## src/rtl/i2lbs_scan_controller.sv

```systemverilog
// rtl/i2lbs_scan_controller.sv - I2LBS frame sequencer: pixel forwarding, raster tracking, window handshake
// Optional build macro I2LBS_STRIDE2_EN: emit only windows whose top-left x and y are both even.
module i2lbs_scan_controller #(
    parameter int DATA_WIDTH_12       = 12,
    parameter int INTEGRAL_WIDTH      = 3,
    parameter int INTEGRAL_HEIGHT     = 3,
    parameter int FRAME_CAMERA_WIDTH  = 10,
    parameter int FRAME_CAMERA_HEIGHT = 10
) (
    input  logic                     clk_os,
    input  logic                     reset_os,
    input  logic                     i_frame_start,
    input  logic [DATA_WIDTH_12-1:0] i_pixel,
    input  logic                     i_pixel_valid,
    output logic                     o_pixel_ready,
    output logic                     o_mem_reset,
    output logic                     o_mem_wen,
    output logic [DATA_WIDTH_12-1:0] o_mem_pixel,
    output logic                     o_window_valid,
    output logic [DATA_WIDTH_12-1:0] o_window_x,
    output logic [DATA_WIDTH_12-1:0] o_window_y,
    input  logic                     i_window_ack,
    output logic                     o_frame_done,
    output logic                     o_busy
);

    localparam logic [DATA_WIDTH_12-1:0] COL_LAST = DATA_WIDTH_12'(FRAME_CAMERA_WIDTH - 1);
    localparam logic [DATA_WIDTH_12-1:0] ROW_LAST = DATA_WIDTH_12'(FRAME_CAMERA_HEIGHT - 1);
    localparam logic [DATA_WIDTH_12-1:0] WIN_W_M1 = DATA_WIDTH_12'(INTEGRAL_WIDTH - 1);
    localparam logic [DATA_WIDTH_12-1:0] WIN_H_M1 = DATA_WIDTH_12'(INTEGRAL_HEIGHT - 1);

    typedef enum logic [2:0] {
        S_IDLE   = 3'd0,
        S_FLUSH  = 3'd1,
        S_STREAM = 3'd2,
        S_HOLD   = 3'd3,
        S_DONE   = 3'd4
    } state_t;

    state_t                   state;
    logic [DATA_WIDTH_12-1:0] col;
    logic [DATA_WIDTH_12-1:0] row;
    logic                     hold_last;

    logic                     accept;
    logic                     last_pix;
    logic                     completes;
    logic                     emit;
    logic [DATA_WIDTH_12-1:0] win_x;
    logic [DATA_WIDTH_12-1:0] win_y;

    assign accept    = i_pixel_valid && o_pixel_ready;
    assign last_pix  = (col == COL_LAST) && (row == ROW_LAST);
    assign completes = (col >= WIN_W_M1) && (row >= WIN_H_M1);
    assign win_x     = col - WIN_W_M1;
    assign win_y     = row - WIN_H_M1;

`ifdef I2LBS_STRIDE2_EN
    assign emit = completes && !win_x[0] && !win_y[0];
`else
    assign emit = completes;
`endif

    always_ff @(posedge clk_os) begin
        if (reset_os) begin
            state          <= S_IDLE;
            col            <= '0;
            row            <= '0;
            hold_last      <= 1'b0;
            o_pixel_ready  <= 1'b0;
            o_mem_reset    <= 1'b0;
            o_mem_wen      <= 1'b0;
            o_mem_pixel    <= '0;
            o_window_valid <= 1'b0;
            o_window_x     <= '0;
            o_window_y     <= '0;
            o_frame_done   <= 1'b0;
            o_busy         <= 1'b0;
        end else begin
            o_mem_reset  <= 1'b0;
            o_mem_wen    <= 1'b0;
            o_frame_done <= 1'b0;
            // A frame start restarts from any state and drops a coincident pixel.
            if (i_frame_start) begin
                state          <= S_FLUSH;
                o_mem_reset    <= 1'b1;
                o_pixel_ready  <= 1'b0;
                o_window_valid <= 1'b0;
                col            <= '0;
                row            <= '0;
                o_busy         <= 1'b1;
            end else begin
                case (state)
                    S_IDLE: ;
                    S_FLUSH: begin
                        state         <= S_STREAM;
                        o_pixel_ready <= 1'b1;
                    end
                    S_STREAM: begin
                        if (accept) begin
                            o_mem_wen   <= 1'b1;
                            o_mem_pixel <= i_pixel;
                            hold_last   <= last_pix;
                            // Counters park on the last pixel so they never leave the frame.
                            if (!last_pix) begin
                                if (col == COL_LAST) begin
                                    col <= '0;
                                    row <= row + 1'b1;
                                end else begin
                                    col <= col + 1'b1;
                                end
                            end
                            if (emit) begin
                                o_pixel_ready <= 1'b0;
                                o_window_x    <= win_x;
                                o_window_y    <= win_y;
                                state         <= S_HOLD;
                            end else if (last_pix) begin
                                o_pixel_ready <= 1'b0;
                                o_frame_done  <= 1'b1;
                                state         <= S_DONE;
                            end
                        end
                    end
                    S_HOLD: begin
                        // First HOLD cycle lets the memory output settle before valid.
                        if (!o_window_valid) begin
                            o_window_valid <= 1'b1;
                        end else if (i_window_ack) begin
                            o_window_valid <= 1'b0;
                            if (hold_last) begin
                                o_frame_done <= 1'b1;
                                state        <= S_DONE;
                            end else begin
                                o_pixel_ready <= 1'b1;
                                state         <= S_STREAM;
                            end
                        end
                    end
                    S_DONE: begin
                        state  <= S_IDLE;
                        o_busy <= 1'b0;
                    end
                    default: state <= S_IDLE;
                endcase
            end
        end
    end

endmodule

```

## config.mk

```make
export PLATFORM = sky130hd
export DESIGN_NAME = i2lbs_scan_controller
export DESIGN_NICKNAME = d
export VERILOG_FILES = /design/src/rtl/i2lbs_scan_controller.sv
export SDC_FILE = /design/constraint.sdc
export NUM_CORES = 1
export LEC_CHECK = 0
export ABC_AREA = 0
export CORE_MARGIN = 2
export CORE_UTILIZATION = 55
export CTS_BUF_LIST = sky130_fd_sc_hd__clkbuf_8
export DETAILED_ROUTE_END_ITERATION = 12
export GPL_TIMING_DRIVEN = 0
export PLACE_DENSITY_LB_ADDON = 0.15
export SYNTH_ARGS = -nofsm -noshare
export SYNTH_HDL_FRONTEND = slang
export SYNTH_SLANG_ARGS = --single-unit
```

## constraint.sdc

```tcl
create_clock -name clk_os -period 2.38 [get_ports clk_os]
set_input_delay 0.357 -clock clk_os [delete_from_list [all_inputs] [get_ports clk_os]]
set_output_delay 0.357 -clock clk_os [all_outputs]
set_load 0.05 [all_outputs]
```

**Yosys cells after proc, flatten, opt, wreduce, memory -nomap -nowiden**

Index checks and enable logic that the tools add are counted.
W data, S select, Z words.

- Input port bits: 17
- Word-level logic and storage cells: 84
- Output and inout bits: 42
- Bits in registers: 70

- Equal/unequal tests: 16
- Bitwise gates (word level): 4
- Multiplexer cells: 29
- Reductions and logical operators: 15
- Magnitude comparators: 2
- Add/sub/neg operators: 4

Operators with widths:

| operator | number |
|---|---|
| $add A12 B1 Y12 const B | 2 |
| $eq A12 B4 Y1 const B | 2 |
| $ge A12 B2 Y1 const B | 2 |
| $sub A12 B2 Y12 const B | 2 |
| $mux W1 | 19 |
| $mux W3 | 6 |
| $mux W12 | 1 |
| $ne A3 B3 Y1 const B | 4 |
| $pmux W3 S4 | 1 |
| $ne A2 B2 Y1 const B | 5 |
| $reduce_and A5 Y1 | 2 |
| $reduce_and A4 Y1 | 2 |
| $eq A3 B2 Y1 const B | 2 |
| $reduce_and A3 Y1 | 2 |
| $reduce_and A6 Y1 | 1 |
| $ne A4 B4 Y1 const B | 1 |
| $not A1 Y1 | 4 |
| $eq A3 B1 Y1 const B | 1 |
| $eq A3 B3 Y1 const B | 1 |
| $logic_and A1 B1 Y1 | 3 |
| $logic_not A3 Y1 | 1 |
| $pmux W1 S3 | 1 |
| $reduce_bool A3 Y1 | 1 |
| $reduce_or A3 Y1 | 1 |
| other kinds (3) | 3 |

**Logic depth before layout (Yosys ltp)**

Gate-level depths: netlist of the first run.

- Depth after elaboration: 7
- Mapped depth: 8
- Mapped depth without buffers: 7

**Worst setup path after synthesis of the first run**

Ideal clock, no wire load.

- Kind: register to register
- Start: reg row[6]
- End: reg o_window_x[2]
- Period minus slack after synthesis: 1,961 ps
- Setup time: 133 ps
- Buffers on the path: 3
- Data arrival time: 1,828 ps
- Setup slack: 419 ps
- Stages on the path, launching flop included: 9
- Data required time: 2,247 ps
- Cells stage by stage: dfxtp_1 > buf_6 > or4_4 > buf_6 > nor4_4 > nor3_4 > buf_2 > nor2_1 > a211oi_2

- Word-level cells in the longest chain between the ends: 3

Ends and longest elaborated chain:

| what | RTL line | text |
|---|---|---|
| start: declaration | 42 | `logic [DATA_WIDTH_12-1:0] row;` |
| start signal: assignment | 108 | `row <= row + 1'b1;` |
| $ge A12 B2 Y1 | 54 | `assign completes = (col >= WIN_W_M1) && (row >= WIN_H_M1);` |
| $logic_and A1 B1 Y1 | 54 |  |
| $reduce_and A4 Y1 (no line) | -- |  |
| end signal: assignment | 115 | `o_window_x <= win_x;` |
| end: declaration | 20 | `output logic [DATA_WIDTH_12-1:0] o_window_x,` |

No other way between the ends.
A chain may end at the register's enable or synchronous reset.

**Worst setup path after layout of the first run**

- Start: reg row[0]
- End: reg col[4]

- Word-level cells in the longest chain between the ends: 4

Ends and longest elaborated chain:

| what | RTL line | text |
|---|---|---|
| $eq A12 B4 Y1 | 53 | `assign last_pix = (col == COL_LAST) && (row == ROW_LAST);` |
| $logic_and A1 B1 Y1 | 53 |  |
| $not A1 Y1 (no line) | -- |  |
| $reduce_and A3 Y1 (no line) | -- |  |
| end signal: assignment | 110 | `col <= col + 1'b1;` |
| end: declaration | 41 | `logic [DATA_WIDTH_12-1:0] col;` |

No other way between the ends.

==> flow_metrics.env, run 1 <==
export IMPL_fmax_ghz=0.441
export IMPL_numCtsBuffers=9
export IMPL_drc=0
export IMPL_cts_hold_buf=0
export IMPL_finalCritPeriodShare_pct=95.2
export IMPL_seq_power_share_pct=51.2
export IMPL_clkSinkCount=70
export IMPL_worst_hold_slack_ns=0.389
export IMPL_synth_top_area_share_pct=41.2
export IMPL_synth_ff_type="dfxtp_1"
export IMPL_start_util_pct=57.1
export IMPL_antenna_found_initial=0
export IMPL_max_slew_margin_pct=50.5
export IMPL_path_max_fanout=10
export IMPL_cts_root_buf="clkbuf_8"
export IMPL_crit_start="row[0]"
export IMPL_avgViaCountPerCell=5.48
export IMPL_routed_wl_mm=8.00
export IMPL_timing_worst_slew_pin_value_ns=0.737
export IMPL_fp_dieW_um=82.6
export IMPL_die_area_sq_mm=0.00683
export IMPL_p_leak_nw=1.48
export IMPL_grt_overflow_total=0
export IMPL_drt_iter0_drc=119
export IMPL_async_reset_ff_share_pct=0
export IMPL_cts_clk_slew_worst_paths_ns=0.07
export IMPL_syn_avg_cell_area_sq_um=8.63
export IMPL_grt_pass1_vias=2835
export IMPL_cp_num_cells=7
export IMPL_hp_class="in -> reg"
export IMPL_io_buffers=57
export IMPL_p_clk_share_pct=45.4
export IMPL_cts_max_level=3
export IMPL_cp_buffers_inverters=1
export IMPL_area_growth_pct=26.6
export IMPL_dp_hpwl_mm=5.70
export IMPL_hold_viol=0
export IMPL_stdcell_count=545
export IMPL_num_antenna_cells=0
export IMPL_cts_tree="built"
export IMPL_crit_chain="ha_1 > or4bb_1 > nor3_4 > buf_6 > and2_1 > nor2_1 > a311oi_2"
export IMPL_timing_rr_start="row[0]"
export IMPL_grt_use_total_pct=25.7
export IMPL_period_needed_ns=2.27
export IMPL_synth_nets=421
export IMPL_worst_path_largest_cell_delay_ns=0.54
export IMPL_io_pins=59
export IMPL_ys_seq_area_share_pct=41.2
export IMPL_synth_distinct_cells=44
export IMPL_pwr_density_cell_mw_per_mm2=535
export IMPL_hp_start="reset_os"
export IMPL_die_y_um=82.6
export IMPL_drive_gt1_share_pct=10.2
export IMPL_worstPathRequired_ns=2.64
export IMPL_critPathLaunchType="flop"
export IMPL_maxSlewViolCount=0
export IMPL_clock_latency_ns=0.36
export IMPL_synth_area_leaders="dfxtp_1 41%, nor2_1 6.8%, xnor2_1 6.7%"
export IMPL_netlist_instances=394
export IMPL_gp_congestion=0.833
export IMPL_yosysWarnings=0
export IMPL_p_switching_mw=0.512
export IMPL_nets=492
export IMPL_p_sw_share_pct=22.2
export IMPL_outcome="finished, final reports clean"
export IMPL_n_fill_cell=491
export IMPL_yosysTopAreaCell="dfxtp_1"
export IMPL_p_comb_share_pct=3.4
export IMPL_synth_most_common_cell="dfxtp_1"
export IMPL_rows=28
export IMPL_synth_top_cells_by_count="70 x dfxtp_1, 62 x nor2_1, 39 x nand2_1, 26 x a21oi_1, 26 x xnor2_1"
export IMPL_post_drt_wl_per_cell_um=14.7
export IMPL_end_kind="flop"
export IMPL_cp_slowest_cell="or4bb_1"
export IMPL_cap_viol_max_count=0
export IMPL_dp_cells=526
export IMPL_ys_ff_latch=70
export IMPL_r2r_cells=7
export IMPL_syn_area_sq_mm=0.00340
export IMPL_worstHoldPathCells=2
export IMPL_antenna_left=0
export IMPL_core_area_sq_mm=0.00596
export IMPL_ir_worst_vdd_mv=0.352
export IMPL_synth_edff_count=0
export IMPL_rsz0062_at_grt="no"
export IMPL_dpl_cell_area_sq_mm=0.00407
export IMPL_drtPass1Iterations=4
export IMPL_clockBufferDepth=2
export IMPL_grt_max_degree=13
export IMPL_p_int_mw=1.79
export IMPL_grt_pass1_wl_mm=13.3
export IMPL_critical_path_top_delay_family="simple AND/OR/NAND/NOR gates"
export IMPL_setup_violations=0
export IMPL_fin_area_sq_mm=0.00431
export IMPL_worstSetupPathType="reg -> reg"
export IMPL_finClkSkew_ns=0.0141
export IMPL_critPathArrivalTime_ns=2.53
export IMPL_vias=2985
==> repair_timing <==
action / 4_1_cts / 5_1_grt
buffers inserted: 0 / 3
gates resized for setup: 0 / 1
endpoints found under the setup margin: 0 / 14
==> power groups by stage <==
stage | Combinational, mW | Clock [mW] | Sequential, mW
floorplan | 0.0250 | 0 | 1.22
global placement | 0.0776 | 0 | 1.21
detailed placement | 0.0778 | 0 | 1.21
CTS | 0.0787 | 1.06 | 1.18
global route | 0.0846 | 1.10 | 1.18
finish | 0.0786 | 1.05 | 1.18
==> metrics by stage <==
stage / setup TNS (ns) / power (mW) / setup WS [ns] / utilization, %
after floorplan: 0 / 1.24 / 0.419 / -
after global placement: -3.78 / 1.28 / -0.151 / 68.3
after detailed placement: -4.44 / 1.28 / -0.183 / 68.3
after CTS: 0 / 2.31 / 0.124 / 71.8
after global routing: 0 / 2.37 / 0.0258 / 72.3
final: 0 / 2.30 / 0.113 / 72.3
==> cells by family (layout without fill, tap and decap cells) <==
| kind of cell | Yosys count | after routing | share of synthesized area (%) |
|---|---|---|---|
| multiplexers | 3 | 3 | 0.883 |
| XOR/XNOR | 31 | 31 | 7.98 |
| AND/OR/NAND/NOR | 183 | 183 | 28.3 |
| AO/OA/AOI/OAI | 59 | 59 | 12.0 |
| flip-flops | 70 | 70 | 41.2 |
| adder cells (fa/ha/maj) | 10 | 10 | 3.68 |
| buffers and inverters | 38 | 114 | 5.96 |
==> final cells by class <==
| class | count | area [sq um] | share of cell area (%) |
|---|---|---|---|
| clock buffer | 9 | 124 | 2.88 |
| tap | 75 | 93.8 | 2.18 |
| clock inverter | 7 | 88.8 | 2.06 |
| inverter | 8 | 30.0 | 0.697 |
| timing repair buffer | 60 | 593 | 13.8 |
| sequential | 70 | 1400 | 32.5 |
| buffer | 30 | 173 | 4.01 |
| multi-input combinational | 286 | 1800 | 41.9 |
==> per-layer routing <==
metal / track usage (%) / up-vias / share of wire [%]
met5: 0 / - / 0
met4: 10.3 / 0 / 2.2
met3: 6.52 / 15 / 5.2
met2: 42.0 / 78 / 47
met1: 32.4 / 1381 / 45
li1: - / 1511 / -
==> path summary, 6_finish.rpt <==
check	to	slack [ns]
worst min-delay path	o_mem_reset	0.39
worst max register to register	col[4]	0.11
worst max-delay path	col[4]	0.11
worst min register to register	o_mem_pixel[11]	0.45
==> registers in the layout, summed over array words and instances, names as in the netlist <==
register	count
col	12
o_mem_pixel	12
o_window_x	12
o_window_y	12
row	12
state	3
hold_last	1
o_busy	1
o_frame_done	1
o_mem_reset	1
o_mem_wen	1
o_pixel_ready	1
o_window_valid	1
==> cells in the final DEF, fill, tap and decap left out, drive strengths merged, types with 15 or more instances in the layout <==
cell,instances
a211oi,21
a21oi,26
buf,16
clkbuf,26
clkdlybuf4s50,57
dfxtp,70
nand2,39
nor2,62
nor3,15
xnor2,26
No activity file was read; power rests on OpenSTA's default activity.
==> run 2: changes to the inputs <==
--- a/config.mk
+++ b/config.mk
@@ -7,11 +7,13 @@
 export LEC_CHECK = 0
 export ABC_AREA = 0
 export CORE_MARGIN = 2
-export CORE_UTILIZATION = 55
+export CORE_UTILIZATION = 60
 export CTS_BUF_LIST = sky130_fd_sc_hd__clkbuf_8
 export DETAILED_ROUTE_END_ITERATION = 12
+export DONT_BUFFER_PORTS = 1
 export GPL_TIMING_DRIVEN = 0
 export PLACE_DENSITY_LB_ADDON = 0.15
+export REMOVE_ABC_BUFFERS = 1
 export SYNTH_ARGS = -nofsm -noshare
 export SYNTH_HDL_FRONTEND = slang
 export SYNTH_SLANG_ARGS = --single-unit
==> run 2 against run 1 <==
Clock skew is 0.0098 ns lower. Die area is 7.9% lower. Sequential share of layout area is 5.8 points higher. Hold slack worse by 0.33 ns. Clock power hardly changed. Flip-flop and latch count stayed put. Design area is 15% lower. Sequential power hardly changed. Count of clock-buffer cells in the layout stayed put. Largest power group unchanged.
==> flow_metrics.env, run 2 (synthesis gave the netlist of run 1 again) <==
export IMPL_ir_worst_vdd_mv=0.325
export IMPL_avgViaCountPerCell=5.73
export IMPL_hold_viol=0
export IMPL_grt_pass1_vias=2438
export IMPL_critPathLaunchType="flop"
export IMPL_worstPathRequired_ns=2.62
export IMPL_n_fill_cell=461
export IMPL_io_pins=59
export IMPL_dp_hpwl_mm=4.59
export IMPL_grt_overflow_total=0
export IMPL_worstSetupPathType="reg -> reg"
export IMPL_vias=2647
export IMPL_drive_gt1_share_pct=11.8
export IMPL_path_max_fanout=12
export IMPL_finalCritPeriodShare_pct=94.1
export IMPL_period_needed_ns=2.24
export IMPL_io_buffers=0
export IMPL_drtPass1Iterations=4
export IMPL_antenna_left=0
export IMPL_dp_worst_setup_slack_ns=-0.260
export IMPL_hp_class="in -> reg"
export IMPL_post_drt_wl_per_cell_um=14.8
export IMPL_worst_slack_ns=0.139
export IMPL_num_antenna_cells=0
export IMPL_outcome="finished, final reports clean"
export IMPL_clkSinkCount=70
export IMPL_fp_dieW_um=79.3
export IMPL_area_growth_pct=7.54
export IMPL_dpl_cell_area_sq_mm=0.00335
export IMPL_routed_wl_mm=6.84
export IMPL_cap_viol_max_count=0
export IMPL_die_y_um=79.3
export IMPL_rsz0062_at_grt="no"
export IMPL_max_slew_margin_pct=49.4
export IMPL_grt_max_degree=44
export IMPL_cts_hold_buf=0
export IMPL_pwr_density_cell_mw_per_mm2=623
export IMPL_numCtsBuffers=9
export IMPL_drc=0
export IMPL_cts_clk_slew_worst_paths_ns=0.08
export IMPL_worstHoldPathCells=1
export IMPL_layout_common_cells="70 x dfxtp_1, 61 x nor2_1, 38 x nand2_1, 26 x a21oi_1, 26 x xnor2_1"
export IMPL_rows=27
export IMPL_die_area_sq_mm=0.00629
export IMPL_end_kind="flop"
export IMPL_fin_area_sq_mm=0.00366
export IMPL_cts_tree="built"
export IMPL_cts_root_buf="clkbuf_8"
export IMPL_fmax_ghz=0.446
export IMPL_setup_violations=0
export IMPL_layout_commonest_cell="dfxtp_1"
export IMPL_p_leak_nw=1.23
export IMPL_core_area_sq_mm=0.00551
export IMPL_clock_latency_ns=0.35
export IMPL_r2r_cells=6
export IMPL_grt_use_total_pct=23.6
export IMPL_timing_worst_slew_pin_value_ns=0.754
export IMPL_drt_iter0_drc=152
export IMPL_start_util_pct=61.8
export IMPL_antenna_found_initial=0
export IMPL_clockBufferDepth=2
export IMPL_cts_max_level=3
export IMPL_critPathArrivalTime_ns=2.48
export IMPL_finClkSkew_ns=0.00431
export IMPL_gp_congestion=0.870
export IMPL_maxSlewViolCount=0
export IMPL_grt_pass1_wl_mm=11.4
export IMPL_nets=412
==> run 2: worst paths after layout <==
path                                       end       from  slack (ns)
worst min-delay path            o_window_x[11]   reset_os        0.06
worst max-delay path                   col[11]     col[0]        0.14
worst max register to register         col[11]     col[0]        0.14
worst min register to register       hold_last  hold_last        0.48
==> run 2: critical path, stage by stage, from the launching register on <==
cell	delay (ns)
dfxtp_1	0.48
ha_1	0.21
nor4bb_1	0.34
nand3_2	0.29
nor3_2	0.38
nand2b_1	0.33
nor2_1	0.09
==> run 2: layout make-up <==
| type | instances | area [sq um] | share of cell area, % |
|---|---|---|---|
| well taps | 72 | 90.1 | 2.46 |
| clock inverters | 7 | 98.8 | 2.70 |
| multi-input cells | 286 | 1820 | 49.7 |
| clock buffers | 9 | 124 | 3.39 |
| repair buffers | 10 | 95.1 | 2.60 |
| inverters | 8 | 30.0 | 0.821 |
| flip-flops and latches | 70 | 1400 | 38.3 |
==> run 2: layer usage <==
layer	vias to the layer above	part of all wire, %	GRT usage (%)
met5	-	0	0
met4	0	2.7	13.8
met3	15	6.9	6.02
met2	83	44	35.8
met1	1194	46	30.3
li1	1355	-	-
==> run 2: where the power goes <==
part / internal (mW) / total [mW] / switching, mW
Combinational: 0.00596 / 0.0190 / 0.0131
Clock: 0.593 / 1.07 / 0.476
Sequential: 1.17 / 1.19 / 0.0159
Total: 1.77 / 2.28 / 0.505
==> run 2: what timing repair did <==
action | in CTS | in global routing
setup buffers | 3 | 6
pin swaps | 1 | 2
resized for setup | 3 | 2
endpoints found under the setup margin | 44 | 18
==> run 2: through the flow <==
step | hold WS (ns) | TNS [ns] | util [%] | total power, mW | std cells
2_1_floorplan | 0.422 | -1.77 | - | 1.23 | 364
3_5_place_dp | 0.427 | -6.68 | 60.8 | 1.24 | 437
4_1_cts | 0.0450 | 0 | 65.4 | 2.30 | 456
5_1_grt | 0.0485 | 0 | 66.4 | 2.35 | 462
6_report | 0.0568 | 0 | 66.4 | 2.28 | 462
3_3_place_gp | 0.426 | -16.64 | 60.3 | 1.24 | 436
